<file path="src/rtl/ts_record_rx.sv">
// Timestamp record receiver: 8N1 UART deserialiser feeding a 7-byte record parser
// (SYNC, CHAN, TS3..TS0, CSUM) that emits channel/timestamp with error strobes.
module ts_record_rx #(
    parameter int          CLKS_PER_BIT = 434,
    parameter logic [7:0]  SYNC_BYTE    = 8'h7E
) (
    input  logic        clk,
    input  logic        rst,
    input  logic        serialin,
    output logic        rec_valid,
    output logic [1:0]  rec_channel,
    output logic [31:0] rec_timestamp,
    output logic        frame_err,
    output logic        chk_err,
    output logic        busy
);

    localparam int CW = $clog2(CLKS_PER_BIT);
    localparam logic [CW-1:0] HALF_M1 = CW'(CLKS_PER_BIT / 2 - 1);
    localparam logic [CW-1:0] BIT_M1  = CW'(CLKS_PER_BIT - 1);

    localparam logic [1:0] B_IDLE  = 2'd0;
    localparam logic [1:0] B_START = 2'd1;
    localparam logic [1:0] B_DATA  = 2'd2;
    localparam logic [1:0] B_STOP  = 2'd3;

    localparam logic [1:0] P_HUNT = 2'd0;
    localparam logic [1:0] P_CHAN = 2'd1;
    localparam logic [1:0] P_TS   = 2'd2;
    localparam logic [1:0] P_CSUM = 2'd3;

    logic [1:0]    sync_q;
    logic          line;
    logic [1:0]    bit_state;
    logic [CW-1:0] cnt;
    logic [2:0]    bit_idx;
    logic [7:0]    shreg;
    logic          stop_tick;
    logic          byte_done;
    logic          byte_bad;

    logic [1:0]    p_state;
    logic [1:0]    ts_cnt;
    logic [7:0]    run_xor;
    logic [1:0]    chan_q;
    logic [31:0]   ts_acc;

    assign line = sync_q[1];

    // Bit timing: START waits half a bit so every later sample lands mid-bit.
    always_ff @(posedge clk) begin
        if (rst) begin
            sync_q    <= 2'b11;
            bit_state <= B_IDLE;
            cnt       <= '0;
            bit_idx   <= 3'd0;
            shreg     <= 8'd0;
        end else begin
            sync_q <= {sync_q[0], serialin};
            case (bit_state)
                B_IDLE: begin
                    cnt <= '0;
                    if (!line) begin
                        bit_state <= B_START;
                    end
                end
                B_START: begin
                    if (cnt == HALF_M1) begin
                        cnt       <= '0;
                        bit_idx   <= 3'd0;
                        bit_state <= line ? B_IDLE : B_DATA;
                    end else begin
                        cnt <= cnt + 1'b1;
                    end
                end
                B_DATA: begin
                    if (cnt == BIT_M1) begin
                        cnt   <= '0;
                        shreg <= {line, shreg[7:1]};
                        if (bit_idx == 3'd7) begin
                            bit_state <= B_STOP;
                        end else begin
                            bit_idx <= bit_idx + 3'd1;
                        end
                    end else begin
                        cnt <= cnt + 1'b1;
                    end
                end
                default: begin
                    if (cnt == BIT_M1) begin
                        cnt       <= '0;
                        bit_state <= B_IDLE;
                    end else begin
                        cnt <= cnt + 1'b1;
                    end
                end
            endcase
        end
    end

    assign stop_tick = (bit_state == B_STOP) && (cnt == BIT_M1);
    assign byte_done = stop_tick && line;
    assign byte_bad  = stop_tick && !line;

    // Record parser; a framing error always wins over parsing that byte.
    always_ff @(posedge clk) begin
        if (rst) begin
            p_state       <= P_HUNT;
            ts_cnt        <= 2'd0;
            run_xor       <= 8'd0;
            chan_q        <= 2'd0;
            ts_acc        <= 32'd0;
            rec_valid     <= 1'b0;
            rec_channel   <= 2'd0;
            rec_timestamp <= 32'd0;
            frame_err     <= 1'b0;
            chk_err       <= 1'b0;
        end else begin
            rec_valid <= 1'b0;
            chk_err   <= 1'b0;
            frame_err <= byte_bad;
            if (byte_bad) begin
                p_state <= P_HUNT;
            end else if (byte_done) begin
                case (p_state)
                    P_HUNT: begin
                        if (shreg == SYNC_BYTE) begin
                            p_state <= P_CHAN;
                        end
                    end
                    P_CHAN: begin
                        run_xor <= shreg;
                        chan_q  <= shreg[1:0];
                        ts_cnt  <= 2'd0;
                        if (|shreg[7:2]) begin
                            chk_err <= 1'b1;
                            p_state <= P_HUNT;
                        end else begin
                            p_state <= P_TS;
                        end
                    end
                    P_TS: begin
                        ts_acc  <= {ts_acc[23:0], shreg};
                        run_xor <= run_xor ^ shreg;
                        ts_cnt  <= ts_cnt + 2'd1;
                        if (ts_cnt == 2'd3) begin
                            p_state <= P_CSUM;
                        end
                    end
                    default: begin
                        if (shreg == run_xor) begin
                            rec_valid     <= 1'b1;
                            rec_channel   <= chan_q;
                            rec_timestamp <= ts_acc;
                        end else begin
                            chk_err <= 1'b1;
                        end
                        p_state <= P_HUNT;
                    end
                endcase
            end
        end
    end

    assign busy = (p_state != P_HUNT);

endmodule

</file>
<file path="config.mk">
export PLATFORM = sky130hd
export DESIGN_NAME = ts_record_rx
export DESIGN_NICKNAME = d
export VERILOG_FILES = /design/src/rtl/ts_record_rx.sv
export SDC_FILE = /design/constraint.sdc
export NUM_CORES = 1
export LEC_CHECK = 0
export CORE_MARGIN = 5
export CORE_UTILIZATION = 40
export DETAILED_ROUTE_END_ITERATION = 10
export SKIP_LAST_GASP = 1
export SLEW_MARGIN = 20
export SYNTH_ARGS = -nofsm -noshare
export SYNTH_HDL_FRONTEND = slang
export SYNTH_SLANG_ARGS = --single-unit
</file>
<file path="constraint.sdc">
create_clock -name clk -period 1.7 [get_ports clk]
set_input_delay 0.255 -clock clk [delete_from_list [all_inputs] [get_ports clk]]
set_output_delay 0.255 -clock clk [all_outputs]
set_load 0.02 [all_outputs]
</file>
==> impl_metrics.toml <==
[drt]
drtIter0Drc = 299
route.detailed.drc = 0
wirelength_um = 13130
via_per_inst = 5.747
drtPass1Iterations = 4
routedWlPerCell_um = 17.09
via_count = 4414
ant_nets = 0

[worst_setup_path]
cpMaxStageDelayCell = "dfxtp_1"
r2r_start = "cnt[0]$_SDFF_PP0_"
worst-path-max-fanout = 34
critPathLaunchType = "flip-flop"
reg2reg_setup_slack_ns = -0.04
max_stage_delay_ns = 0.39
path_delay_family = "compound AO/OA/AOI/OAI gates"
required_ns = 1.92
path_buf_inv = 1
path_cells = "ha_4 -> and4b_2 -> nand4_4 -> buf_12 -> o41ai_4 -> a21oi_1"
end_kind = "flip-flop"
worstRegToRegCells = 6
arrival_ns = 1.97
r2r-end = "rec_timestamp[30]$_SDFFE_PP0P_"
crit_type = "reg2reg"

[finish]
antenna_cells = 0
fin_nets = 629
final_cell_mix = "102 x dfxtp_1, 73 x nand2_1, 68 x a21oi_1"
layout_commonest_cell = "dfxtp_1"
drive_gt1_frac = 0.2464
final_core_util = 0.5545
syn2layout_area_growth_pct = 37.40
nFillCells = 1059

[cts]
cts_made_buffers = 9
path_clk_slew_ns = 0.08
clk_latency_ns = 0.36
cts_root_buf = "clkbuf_16"
cts_buffer_depth = 2
cts_htree_levels = 3
cts_tree = "done"
clkSinkCount = 107

[yosys]
synth-simple-area-share = 0.2288
yosys.area_share.adder = 0.02603
yosys.area.top_type = "dfxtp_1"
synth_compound_gate_area_share = 0.1838
yosys_warnings = 0
ys_types = 46
synthTopCellsByArea = "dfxtp_1 45%, a21oi_1 8.6%, o41ai_1 6.4%"
ys_async_sr_fraction = 0
syn_area_um2 = 4807
synth_edf_count = 0
syn_inst = 558
synth_xor_area_frac = 0.02733
synth_top_family_by_area = "simple AND/OR/NAND/NOR gates"
avgSynthCellArea_um2 = 8.615
synth_top_area_share = 0.4456
synth_top_flop_cell = "dfxtp_1"
synth_fp_nets = 571
ys_ff_latch = 107
synth-seq-area-share = 0.4456
muxShareOfSynthArea = 0.02082

[timing]
final.period_utilization = 1.025
tns_ns = -0.6712
max_freq_mhz = 574.0
finalClockSkew_ns = 0.01132
fin_crit_ns = 1.742
finalMaxSlewViolations = 0
hold_violations = 0
setup_violations = 46
worst_slack_ns = -0.04213
grt_setup_unrepaired = "yes"
worst_slew_pin_slew_ns = 0.4618
max_slew_margin = 0.6921

[placed_design]
port_buffers = 40
pre_cts_slack_ns = -0.1289
gp_congestion = 0.7651
post-dp-hpwl_um = 8285

[global_route]
grt.busiest_layer = "met2"
grt.met3_usage = 0.03346
grt_max_degree = 42
grt_pass1_wl_um = 20530
gr-usage-met1 = 0.2169
grt_use_total = 0.1719
antenna_found_initial = 0
grt_pass1_vias = 4199
grt_util_met2 = 0.2899
gr-total-overflow = 0

[run]
drv_cap = 0

[outcome]
status = "finished, violations left"
violations = "setup timing"

[floorplan]
ios = 41
dieArea_um2 = 14310
coreArea_um2 = 11910
rows = 40
initial_core_util = 0.4036
die_h_um = 119.6
die_w_um = 119.6

[power_and_ir_drop]
cellPowerDensity_nw_per_um2 = 711.8
ir_drop_v = 0.0005515
leakage_uw = 0.002147

[min_path]
holdPathEnd = "shreg[4]$_SDFFE_PP0P_"
whs_path_depth = 2
hp-class = "in2reg"
holdCritStartpoint = "rst"
-- metrics by stage --
stage               total power, uW  cells  hold slack (ns)  instance area (um2)
finish                         4701    768           0.3133                 6605
floorplan                      2619    558           0.3588                 4807
CTS                            4746    755           0.2939                 6138
global route                   4865    768           0.3353                 6605
detailed placement             2642    737           0.4039                 5592
global placement               2640    737           0.3950                 5592
-- state kept, by name, indices dropped and copies added, names as in the netlist, 2 cells and up --
register and flops:
rec_timestamp 32, cnt 9, bit_idx 3, bit_state 2, sync_q 2, p_state 2
ts_acc 32, run_xor 8, ts_cnt 2, rec_channel 2, chan_q 2, shreg 8
-- worst max path at each step --
stage,start,endpoint,slack [ns],cells past startpoint
floorplan,cnt[0]$_SDFF_PP0_,rec_channel[1]$_SDFFE_PP0P_,0.04,6
global placement,cnt[1]$_SDFF_PP0_,chk_err$_SDFF_PP0_,-0.09,6
detailed placement,cnt[1]$_SDFF_PP0_,chk_err$_SDFF_PP0_,-0.13,6
CTS,p_state[0]$_SDFFE_PP0P_,busy,-0.07,4
global route,cnt[1]$_SDFF_PP0_,ts_cnt[1]$_SDFFE_PP0P_,-0.13,8
finish,cnt[0]$_SDFF_PP0_,rec_timestamp[30]$_SDFFE_PP0P_,-0.04,6
-- where the power goes --
part | switching (uW) | total (uW) | internal [uW]
Sequential | 4.53 | 2510 | 2510
Combinational | 58.3 | 79.1 | 20.7
Clock | 1030 | 2110 | 1080
Total | 1090 | 4700 | 3610
-- final cells by class --
class | count | area, um2 | share of cell area
inverter | 24 | 90.09 | 0.01364
clock buffer | 10 | 239.0 | 0.03618
tap | 147 | 183.9 | 0.02785
sequential | 107 | 2148 | 0.3253
clock inverter | 6 | 63.81 | 0.009661
multi-input combinational | 374 | 2840 | 0.4300
timing repair buffer | 100 | 1040 | 0.1574
-- synthesized netlist by cell type, types with 11 or more instances --
| cell type | number |
|---|---|
| a21oi_1 | 83 |
| clkbuf_1 | 27 |
| inv_1 | 23 |
| nand3_1 | 11 |
| o41ai_1 | 35 |
| nand2_1 | 74 |
| nor2_1 | 20 |
| xnor2_1 | 12 |
| dfxtp_1 | 107 |
| buf_2 | 21 |
| nand4_1 | 40 |
| or4_1 | 19 |
-- routing by layer --
metal | vias to the layer above | share of wire
met5 | - | 0
met4 | 0 | 0.014
met3 | 12 | 0.040
met2 | 89 | 0.50
met1 | 2142 | 0.44
li1 | 2171 | -
-- cells by family after synthesis --
| group | Yosys count |
|---|---|
| flops | 107 |
| simple gates | 201 |
| xor+xnor | 15 |
| fa+ha+maj | 10 |
| compound gates | 138 |
| buf+inv | 77 |
| mux | 10 |
-- repair_timing --
item                                    in CTS  in global routing
pin swaps                                    2                 26
buffers inserted                             2                  6
cloned                                       0                  7
endpoints found under the setup margin      88                 99
hold buffers                                 0                  0
gates resized for setup                     36                 57
No activity file was read; power rests on OpenSTA's default activity.
